`src/rtl/l1_event_addr_queue.sv`:
```
// L1 event address queue.
// Runs the circular-buffer write address, turns every L1A into a buffer
// address (write address at trigger time minus latency), delays it through a
// short pipeline and stores it in a show-ahead event FIFO for readout.
//
// Handshake: wrEn is a one-clock strobe with no back-pressure. A push that
// meets a full queue without a simultaneous pop is dropped and counted.
// rdEn pops the head at the edge where it is sampled, and only while
// empty==0. A pop on an empty queue is ignored.
module l1_event_addr_queue #(
    parameter int ADDRWIDTH = 7,
    parameter int QDEPTHLOG = 3,
    parameter int WRDELAY   = 2,
    parameter int AFTHRESH  = 6
) (
    input  logic                 clk,
    input  logic                 reset,
    input  logic                 enable,
    input  logic [ADDRWIDTH-1:0] latency,
    input  logic                 wrEn,
    input  logic                 rdEn,
    output logic [ADDRWIDTH-1:0] wrAddr,
    output logic [ADDRWIDTH-1:0] rdAddr,
    output logic [QDEPTHLOG:0]   wordCount,
    output logic                 empty,
    output logic                 full,
    output logic                 almostFull,
    output logic                 firstEvent,
    output logic [7:0]           overflowCount
);

    localparam int                 DEPTH   = 1 << QDEPTHLOG;
    localparam logic [QDEPTHLOG:0] FULLCNT = DEPTH[QDEPTHLOG:0];
    localparam logic [QDEPTHLOG:0] AFCNT   = AFTHRESH[QDEPTHLOG:0];
    localparam logic [QDEPTHLOG:0] CNTONE  = (QDEPTHLOG+1)'(1);
    localparam logic [QDEPTHLOG-1:0] PTRONE = QDEPTHLOG'(1);

    // L1A pipeline: valid bits carry reset, tags are plain data.
    logic [WRDELAY-1:0]   pipeV;
    logic [ADDRWIDTH-1:0] pipeT [WRDELAY];

    // Event storage and pointers.
    logic [ADDRWIDTH-1:0] mem [DEPTH];
    logic [QDEPTHLOG-1:0] wrPtr;
    logic [QDEPTHLOG-1:0] rdPtr;

    logic                 pushReq;
    logic [ADDRWIDTH-1:0] pushTag;
    logic                 pop;
    logic                 accept;
    logic                 drop;
    logic [QDEPTHLOG:0]   nextCount;
    logic [ADDRWIDTH-1:0] nextRdAddr;

    // Write address counter, free running while enabled.
    always_ff @(posedge clk) begin
        if (!reset) begin
            wrAddr <= '0;
        end else if (enable) begin
            wrAddr <= wrAddr + ADDRWIDTH'(1);
        end
    end

    // Trigger valid pipeline; cleared by reset so pending L1As are lost.
    always_ff @(posedge clk) begin
        if (!reset) begin
            pipeV <= '0;
        end else begin
            pipeV[0] <= wrEn;
            for (int i = 1; i < WRDELAY; i++) begin
                pipeV[i] <= pipeV[i-1];
            end
        end
    end

    // Tag pipeline: capture uses wrAddr before this edge's increment.
    always_ff @(posedge clk) begin
        pipeT[0] <= wrAddr - latency;
        for (int i = 1; i < WRDELAY; i++) begin
            pipeT[i] <= pipeT[i-1];
        end
    end

    // Push/pop decision and next-state values for the queue.
    always_comb begin
        pushReq    = pipeV[WRDELAY-1];
        pushTag    = pipeT[WRDELAY-1];
        pop        = rdEn && !empty;
        // At full a simultaneous pop frees the slot the push lands in.
        accept     = pushReq && (!full || pop);
        drop       = pushReq && full && !pop;
        nextCount  = wordCount;
        nextRdAddr = rdAddr;
        case ({accept, pop})
            2'b10:   nextCount = wordCount + CNTONE;
            2'b01:   nextCount = wordCount - CNTONE;
            default: nextCount = wordCount;
        endcase
        if (empty && accept) begin
            nextRdAddr = pushTag;
        end else if (pop) begin
            if (wordCount > CNTONE) begin
                nextRdAddr = mem[rdPtr + PTRONE];
            end else if (accept) begin
                nextRdAddr = pushTag;
            end
        end
    end

    // Queue storage write.
    always_ff @(posedge clk) begin
        if (accept) begin
            mem[wrPtr] <= pushTag;
        end
    end

    // Queue pointers, occupancy, registered flags and head output.
    always_ff @(posedge clk) begin
        if (!reset) begin
            wrPtr      <= '0;
            rdPtr      <= '0;
            wordCount  <= '0;
            empty      <= 1'b1;
            full       <= 1'b0;
            almostFull <= 1'b0;
            firstEvent <= 1'b0;
            rdAddr     <= '0;
        end else begin
            if (accept) wrPtr <= wrPtr + PTRONE;
            if (pop)    rdPtr <= rdPtr + PTRONE;
            wordCount  <= nextCount;
            empty      <= (nextCount == '0);
            full       <= (nextCount == FULLCNT);
            almostFull <= (nextCount >= AFCNT);
            firstEvent <= empty && accept;
            rdAddr     <= nextRdAddr;
        end
    end

    // Saturating count of L1As lost to a full queue.
    always_ff @(posedge clk) begin
        if (!reset) begin
            overflowCount <= '0;
        end else if (drop && (overflowCount != 8'hFF)) begin
            overflowCount <= overflowCount + 8'd1;
        end
    end

endmodule

```
`config.mk`:
```
export PLATFORM = sky130hd
export DESIGN_NAME = l1_event_addr_queue
export DESIGN_NICKNAME = d
export VERILOG_FILES = /design/src/rtl/l1_event_addr_queue.sv
export SDC_FILE = /design/constraint.sdc
export NUM_CORES = 1
export LEC_CHECK = 0
export CAP_MARGIN = 15
export CORE_UTILIZATION = 51
export CTS_BUF_LIST = sky130_fd_sc_hd__clkbuf_4 sky130_fd_sc_hd__clkbuf_8 sky130_fd_sc_hd__clkbuf_16
export CTS_CLUSTER_SIZE = 8
export DETAILED_ROUTE_END_ITERATION = 12
export GPL_ROUTABILITY_DRIVEN = 0
export GPL_TIMING_DRIVEN = 0
export PLACE_DENSITY = 0.75
export SLEW_MARGIN = 30
export SYNTH_ARGS = -nofsm -noshare
export SYNTH_HDL_FRONTEND = slang
export SYNTH_SLANG_ARGS = --single-unit
```
`constraint.sdc`:
```
create_clock -name clk -period 2.4 [get_ports clk]
set_input_delay 0.72 -clock clk [delete_from_list [all_inputs] [get_ports clk]]
set_output_delay 0.72 -clock clk [all_outputs]
set_load 0.02 [all_outputs]
```
# Yosys cells after proc, flatten, opt, wreduce, memory -nomap -nowiden
# Memory sizes are Yosys's and may differ from the RTL's.
# Index checks and enable logic that the tools add are counted.
[totals]
ff_bits = 38
mem_bits_rw = 70
wordCells = 47
memories = 2
inputBits = 12
[classes]
addsub = 7
magnitude_cmp = 2
eq_ne = 4
n_mux = 7
n_reduce_logical = 14
[memory_table]
columns = ["name", "words", "word_bits", "read_ports", "rd_clocked_by_memory_dff", "wr", "line", "source"]
rows = [
  ["mem", 8, 7, 1, 0, 1, "43", "logic [ADDRWIDTH-1:0] mem [DEPTH];"],
  ["pipeT", 2, 7, 2, 0, 2, "40", "logic [ADDRWIDTH-1:0] pipeT [WRDELAY];"],
]
[ops]
columns = ["cell", "count"]
rows = [
  ["two-way mux 7 bit", 4],
  ["adder 8 x 1 -> 8 bit, second input constant", 1],
  ["inequality test 8 bit, second input constant", 1],
  ["one-hot mux 4 bit (2 select lines)", 1],
  ["adder 7 x 1 -> 7 bit, second input constant", 1],
  ["subtractor 7 bit", 1],
  ["adder 3 x 1 -> 3 bit, second input constant", 2],
  ["logical AND 1 bit", 6],
  ["adder 4 x 1 -> 4 bit, second input constant", 1],
  ["equality test 4 bit, second input constant", 1],
  ["greater-or-equal comparator 4 x 3 -> 1 bit, second input constant", 1],
  ["> comparator 4 x 1 -> 1 bit, second input constant", 1],
  ["zero test 4 bit", 1],
  ["subtractor 4 x 1 -> 4 bit, second input constant", 1],
  ["zero test 1 bit", 3],
  ["nonzero test 3 bit", 1],
  ["equality test 2 x 1 -> 1 bit, second input constant", 1],
  ["equality test 2 bit, second input constant", 1],
  ["two-way mux 1 bit", 2],
  ["AND reduction 2 bit", 1],
  ["nonzero test 2 bit", 1],
  ["logical OR 1 bit", 1],
]

# Longest topological paths before layout
# Gate-level depths: netlist of run 1.
[depth]
word_depth = 8
depth_mapped = 10
ltp_nobuf = 9

# Least setup slack after synthesis of run 1
# Ideal clock, no wire load.
[synth_path]
path_kind = "in2reg"
startpoint = "in rdEn"
endpoint = "reg almostFull"
path_slack_ps = -113
n_path_buf = 1
stages = 10
arrival_time_ps = 2396
t_required_ps = 2283
setup_time_ps = 117
path_cell_list = "nand2b_4 > inv_4 > o21ai_2 > inv_1 > ha_1 > clkbuf_1 > nor3b_1 > o21ai_0 > o211ai_1 > a22o_1"
[synth_via]
elab_chain_cells = 6
elab_cells_between_ends = 7
cone_classes = "1 x order compare; 2 x eq/ne; 1 x mux; 3 x reduce/logical"
[synth_lines]
columns = ["element", "line", "source"]
rows = [
  ["start, declared", "21", "input logic rdEn,"],
  ["logical AND 1 bit *", "88", "pop = rdEn && !empty;"],
  ["via pop", "49", "logic pop;"],
  ["logical OR 1 bit *", "90", "accept = pushReq && (!full || pop);"],
  ["logical AND 1 bit *", "90", ""],
  ["via accept", "50", "logic accept;"],
  ["equality test 2 x 1 -> 1 bit or equality test 2 bit (tied branches)", "94", "case ({accept, pop})"],
  ["one-hot mux 4 bit (2 select lines) *", "94", ""],
  ["greater-or-equal comparator 4 x 3 -> 1 bit *", "134", "almostFull <= (nextCount >= AFCNT);"],
  ["end signal, assigned", "134", ""],
  ["end, declared", "27", "output logic almostFull,"],
]
# Mark *: on every way through the listed nets, which the timed path passes. The rest lies on a longest branch.
# A chain may end at the register's enable or synchronous reset.

# Final worst setup path of run 1
[layout_path]
startpoint = "reg wordCount[0]"
endpoint = "out wordCount[0]"
[layout_lines]
columns = ["element", "line", "source"]
rows = [
  ["start, declared", "24", "output logic [QDEPTHLOG:0] wordCount,"],
  ["start signal, assigned", "131", "wordCount <= nextCount;"],
]
# No word-level cell between the ends.

==> summary.md, run 1 <==
| Metric | Value |
|---|---|
| Top Ports | 42 |
| Post-synth ARST share | 0 |
| Core ar. | 8340 sq um |
| Yosys reg bits | 108 |
| Critical Path Max Stage Delay | 680 ps |
| Avg Synthesized Cell Area | 12.9 sq um |
| Final WL | 8350 microns |
| CP Launch Type | flop |
| Setup CP Type | reg -> out |
| Hold Crit Start | pipeT[0][5]$_DFF_P_ |
| List of most frequent post-synthesis cells | edfxtp_1, dfxtp_1, nor2_1 |
| # setup viols final | 0 |
| Number of synthesized flops with an enable pin | 56 |
| Critical Path RT | 1680 ps |
| Ys flop type | edfxtp_1 |
| CTS root buf | clkbuf_8 |
| Layout cells sized above 1 | 0.135 |
| Crit path max-delay family | buffers and inverters |
| Port-buffer cells | 41 |
| Post-DRT Antenna Nets | 0 |
| Unrepaired setup endpoints after global routing | no |
| Total of max-cap violations | 0 |
| Max_slew headroom | 0.512 |
| Final period util | 0.966 |
| Layout Nets | 431 |
| DRT Pass-1 Iters | 4 |
| Top area cells in the synthesized netlist | edfxtp_1, dfxtp_1, mux4_2 |
| Synth Instances | 346 |
| Final min period | 2320 ps |
| Fmax | 431 MHz |
| Synth area leader | edfxtp_1 |
| Inserted Clock Buffers | 9 |
| Reg-to-reg setup timing slack | 290 ps |
| Slowest-stage cell, CP | clkdlybuf4s50_1 |
| FP Rows | 33 |
| Inserted Diodes | 0 |
| DR WL/cell | 16.3 microns |
| Smallest hold slack | 334 ps |
| Worst R2R Path Depth | 9 |
| Largest net degree at the start of global routing | 19 |
| Worst Skew | 13.1 ps |
| CTS tree | done |
| Via count | 2897 |
| Initial antenna violation count | 0 |
| Global route overflow | 0 |
| Final Hold Fails | 0 |
| GRT Resource Usage Total | 0.203 |
| Hold path cells | 0 |
| Crit path DAT | 1600 ps |
| Pin slew with the least headroom to its limit | 729 ps |
| Mapped cell area | 4470 sq um |
| CTS Hold Buffers Added | 0 |
| Clk_lat worst skew | 370 ps |
| Top-area cell type share of the netlist area | 0.376 |
| Clock sink count | 108 |
| Count leader, synth | edfxtp_1 |
| DRC violations left | 0 |
| CTS Buffer Depth | 2 |
| Die ar. | 9140 sq um |
| Buf/Inv on CP | 1 |
| Iter 0 DRT Violations | 163 |
| First-pass GRT wire length | 13700 microns |
| Vias in the first global route | 2713 |
| R2r startpoint | empty$_SDFF_PN1_ |
| DP Cell Count | 493 |
| Status | completed |
| Syn Nets | 374 |
| Synth warn | 0 |
| CTS H-tree depth | 3 |
| Non-Filler Instances | 513 |
| Initial Utilization | 0.536 |
| Pwr per Cell Area | 641 nW/um^2 |
| Area delta synth->final | 18.6% |
| VDD IR max | 0.294 mV |
| Die height | 95.6 microns |
| Clk slew on worst S/H paths | 90 ps |
| CP Capture Type | output pin |
| Detailed placer's ending HPWL | 5900 microns |
| Via-to-Cell Ratio | 5.65 |
| Sequential fraction of the synthesis area | 0.609 |
| Critical R2R Capture | full$_SDFF_PN0_ |
| Final Max Slew Viols | 0 |
| Sink of the worst hold path | pipeT[0][12]$_DFF_P_ |
| Distinct cell type count after synthesis | 51 |
| Chip Width | 95.6 microns |
| Leakage | 1.82 nW |
| Worst hold path type | reg -> reg |
| CP Cell Sequence | clkdlybuf4s50_1 |
| Top fanout value on the critical path | 11 |
==> state kept, by name (all words and copies together), names as in the netlist <==
signal / count
overflowCount: 8
mem: 56
wordCount: 4
wrAddr: 7
full: 1
pipeV: 2
empty: 1
firstEvent: 1
rdAddr: 7
almostFull: 1
rdPtr: 3
pipeT: 14
wrPtr: 3
==> area by class of cell <==
cell class	count	area [sq um]
buffer	8	48.8
clock buffer	10	138
clock inverter	6	48.8
fill	638	3040
inverter	25	96.3
multi-input combinational	205	1670
sequential	108	2720
tap	105	131
timing repair buffer	46	447
==> kinds of logic (layout without fill, tap and decap cells) <==
kind of cell,count (synthesis),count (layout),synth area share
AND/OR/NAND/NOR,95,95,0.111
flip-flops,108,108,0.609
buffers and inverters,33,95,0.0302
multiplexers,16,16,0.0753
AO/OA/AOI/OAI,66,66,0.104
XOR/XNOR,12,12,0.0235
adder cells (fa/ha/maj),16,16,0.0465
==> stage by stage <==
stage | worst slack, ps | power, mW | util | TNS (ps) | cell area, sq um
floorplan | 3.56 | 2.29 | - | 0 | 4490
global placement | -812 | 2.39 | 0.603 | -32870 | 5030
detailed placement | -716 | 2.41 | 0.607 | -19430 | 5070
CTS | 85.1 | 3.43 | 0.636 | 0 | 5300
global route | 20.3 | 3.53 | 0.636 | 0 | 5300
finish | 82.2 | 3.40 | 0.636 | 0 | 5300
==> metal layers <==
layer	vias to the layer above	wire (microns)	GRT usage
li1	1412	-	-
met4	0	116	0.0709
met1	1413	3760	0.266
met3	12	354	0.0494
met5	-	0	0
met2	60	4110	0.332
==> layout by cell type (no fill, tap or decap), types with 4 or more instances in the layout <==
master and count:
o22ai_1 7, o32ai_1 7, buf_4 7, inv_1 22
a211oi_1 4, nor2_1 27, dfxtp_1 52, xnor2_1 5
clkdlybuf4s50_1 40, xor2_1 7, nor3_2 4, edfxtp_1 56
nand3_1 5, nand4_1 4, a21oi_1 12, and3_1 4
mux4_2 14, or3_1 7, clkbuf_1 4, o21a_1 5
clkbuf_8 11, and2_1 4, nor2b_1 5, o211ai_1 5
o21ai_0 8, nand2_1 15, ha_1 14, nor3_1 5
==> worst max path at each step <==
stage | from | endpoint | cells past startpoint
floorplan | rdEn | almostFull$_SDFF_PN0_ | 9
global placement | rdEn | mem[0][4]$_DFFE_PP_ | 5
detailed placement | rdEn | full$_SDFF_PN0_ | 10
CTS | wordCount[0]$_SDFF_PN0_ | wordCount[0] | 1
global route | wordCount[0]$_SDFF_PN0_ | wordCount[0] | 1
finish | wordCount[0]$_SDFF_PN0_ | wordCount[0] | 1
==> what timing repair did <==
action                     4_1_cts  5_1_grt
setup endpoints to repair       33        0
resized for setup                6        0
buffers inserted                 4        0
==> power by group <==
group | leakage [nW] | switching, mW | internal (mW) | total [mW]
combinational | 0.795 | 0.148 | 0.142 | 0.290
sequential | 0.929 | 0.0621 | 2.02 | 2.08
clock | 0.0920 | 0.611 | 0.415 | 1.03
No activity file was read; power rests on OpenSTA's default activity.
==> run 2, diff against run 1 <==
--- a/config.mk
+++ b/config.mk
@@ -6,6 +6,7 @@
 export NUM_CORES = 1
 export LEC_CHECK = 0
 export CAP_MARGIN = 15
+export CORE_MARGIN = 3
 export CORE_UTILIZATION = 51
 export CTS_BUF_LIST = sky130_fd_sc_hd__clkbuf_4 sky130_fd_sc_hd__clkbuf_8 sky130_fd_sc_hd__clkbuf_16
 export CTS_CLUSTER_SIZE = 8
==> summary.md, run 2 (same netlist as run 1, synthesis figures left out) <==
| Metric | Value |
|---|---|
| Status | completed |
| Register name with the most flops | mem |
| GRT Resource Usage Total | 0.179 (-0.0243) |
| Unrepaired setup endpoints after global routing | no |
| Core ar. | 8380 sq um (+0.50%) |
| Critical Path Max Stage Delay | 680 ps (about the same) |
| Clock sink count | 108 (unchanged) |
| Setup CP Type | reg -> out |
| CTS root buf | clkbuf_8 |
| Layout Nets | 429 (-0.46%) |
| Area delta synth->final | 18.7% (about the same) |
| CTS Buffer Depth | 2 (unchanged) |
| Final WL | 8220 microns (-1.5%) |
| Buf/Inv on CP | 1 (unchanged) |
| Gr busiest metal | met2 |
| Met1 usage | 0.245 (-0.0213) |
| Final period util | 0.959 (-0.00638) |
| Reg-to-reg setup timing slack | 300 ps (about the same) |
| Hold path cells | 0 (unchanged) |
| Non-Filler Instances | 511 (-0.39%) |
| VDD IR max | 0.331 mV (+13%) |
| Setup WS pre-CTS | -729 ps (-13.2 ps) |
| Final Max Slew Viols | 0 (unchanged) |
| Largest net degree at the start of global routing | 20 (+1) |
| Leakage | 1.82 nW (about the same) |
| Pin slew with the least headroom to its limit | 791 ps (+61.9 ps) |
| Critical Path RT | 1680 ps (about the same) |
| Max_slew headroom | 0.471 (-0.0414) |
| Crit path max-delay family | buffers and inverters |
| R2r startpoint | empty$_SDFF_PN1_ |
| Chip Width | 99.6 microns (+4.2%) |
| Port-buffer cells | 41 (unchanged) |
| Post-DRT Antenna Nets | 0 (unchanged) |
| Inserted Diodes | 0 (unchanged) |
| Slack of the critical path | 97.5 ps (+15.3 ps) |
| Most frequent cells in the layout | edfxtp_1, dfxtp_1, clkdlybuf4s50_1 |
| Via count | 2871 (-0.90%) |
| DR WL/cell | 16.1 microns (-1.1%) |
| Met3 global-route usage | 0.0379 (-0.0116) |
| CP startpoint | wordCount[0]$_SDFF_PN0_ |
| Worst hold path type | reg -> reg |
| # setup viols final | 0 (unchanged) |
| CP Cell Sequence | clkdlybuf4s50_1 |
| DRT Pass-1 Iters | 4 (unchanged) |
| Vias in the first global route | 2823 (+4.1%) |
| FP Rows | 33 (unchanged) |
| Total of max-cap violations | 0 (unchanged) |
| Die ar. | 9920 sq um (+8.5%) |
| CTS tree | done |
| Inserted Clock Buffers | 9 (unchanged) |
| Detailed placer's ending HPWL | 5740 microns (-2.8%) |
| First-pass GRT wire length | 13900 microns (+1.5%) |
| Final Power | 3.50 mW (+3.1%) |
| CTS Hold Buffers Added | 0 (unchanged) |
| Clk slew on worst S/H paths | 100 ps (about the same) |
| CP Launch Type | flop |
| DRC violations left | 0 (unchanged) |
| Initial Utilization | 0.533 (-0.00264) |
| Global route overflow | 0 (unchanged) |
| Clk_lat worst skew | 360 ps (about the same) |
| Die height | 99.6 microns (+4.2%) |
| Max reg flops | 56 (unchanged) |
| Layout cells sized above 1 | 0.131 (-0.00426) |
| CP Capture Type | output pin |
| Routing usage on met2 | 0.289 (-0.0423) |
| Crit path DAT | 1580 ps (-20 ps) |
| Critical R2R Capture | full$_SDFF_PN0_ |
| Pwr per Cell Area | 660 nW/um^2 (+3.0%) |
| Top Ports | 42 (unchanged) |
| Final min period | 2300 ps (-15.3 ps) |
| Via-to-Cell Ratio | 5.62 (-0.51%) |
| Worst Skew | 13.9 ps (+0.777 ps) |
| Initial antenna violation count | 0 (unchanged) |
| CTS H-tree depth | 3 (unchanged) |
| DP Cell Count | 493 (unchanged) |
| Sink of the worst hold path | pipeT[0][9]$_DFF_P_ |
| Fmax | 434 MHz (+0.67%) |
| Final Hold Fails | 0 (unchanged) |
| Commonest non-fill, non-tap cell in the layout | edfxtp_1 |
| Iter 0 DRT Violations | 132 (-19%) |
| Slowest-stage cell, CP | clkdlybuf4s50_1 |
| Top fanout value on the critical path | 11 (unchanged) |
| Worst R2R Path Depth | 9 (unchanged) |
| Registers with the most flip-flops | mem x56, pipeT x14, overflowCount x8 |
| Hold Crit Start | pipeT[0][2]$_DFF_P_ |
==> run 2: changes by cell type in the layout (fill, tap and decap cells not counted), sizes merged <==
cell | before | now
inv | 25 | 28
buf | 8 | 6
clkbuf | 15 | 14
bufinv | 0 | 1
clkinv | 5 | 2
==> run 2: timing repair <==
action                     in CTS  in global routing
pin swaps                       4                  0
buffers inserted                2                  0
setup endpoints to repair      25                  1
gates resized for setup         5                  1
==> run 2: where the power goes <==
part / leakage [nW] / internal, mW / switching (mW)
Sequential: 0.929 / 2.02 / 0.0594
Clock: 0.102 / 0.502 / 0.634
Combinational: 0.785 / 0.139 / 0.149
==> run 2: worst max path at each step <==
stage / to / slack (ps) / cells past startpoint
after floorplan: almostFull$_SDFF_PN0_ / 4 / 9
after global placement: mem[0][4]$_DFFE_PP_ / -790 / 5
after detailed placement: full$_SDFF_PN0_ / -730 / 10
after CTS: wordCount[0] / 80 / 1
after global routing: full$_SDFF_PN0_ / 20 / 11
final: wordCount[0] / 100 / 1
==> run 2: layer usage <==
metal,routed length [microns],part of all wire
met3,341,0.041
met1,3920,0.48
met2,3880,0.47
met5,0,0
met4,73,0.0089
==> run 2: final cells by class <==
type                    count  area [sq um]
fillers                   619          3080
multi-input cells         205          1670
clock inverters             7          81.3
repair buffers             44           432
plain buffers               8          48.8
clock buffers               9           124
inverters                  25          96.3
well taps                 105           131
flip-flops and latches    108          2720
==> run 2: metrics by stage <==
| step | util | hold slack [ps] | TNS, ps | cell area (sq um) |
|---|---|---|---|---|
| 2_1_floorplan | - | 310 | 0 | 4490 |
| 3_3_place_gp | 0.600 | 310 | -33360 | 5030 |
| 3_5_place_dp | 0.604 | 312 | -19550 | 5070 |
| 4_1_cts | 0.632 | 332 | 0 | 5300 |
| 5_1_grt | 0.633 | 342 | 0 | 5310 |
| 6_report | 0.633 | 332 | 0 | 5310 |
==> run 3, diff against run 2 <==
--- a/config.mk
+++ b/config.mk
@@ -5,7 +5,6 @@
 export SDC_FILE = /design/constraint.sdc
 export NUM_CORES = 1
 export LEC_CHECK = 0
-export CAP_MARGIN = 15
 export CORE_MARGIN = 3
 export CORE_UTILIZATION = 51
 export CTS_BUF_LIST = sky130_fd_sc_hd__clkbuf_4 sky130_fd_sc_hd__clkbuf_8 sky130_fd_sc_hd__clkbuf_16
@@ -18,3 +17,4 @@
 export SYNTH_ARGS = -nofsm -noshare
 export SYNTH_HDL_FRONTEND = slang
 export SYNTH_SLANG_ARGS = --single-unit
+export TNS_END_PERCENT = 10
==> results of run 3 <==
No change in the layout: final DEF, timing and power equal those of run 2.
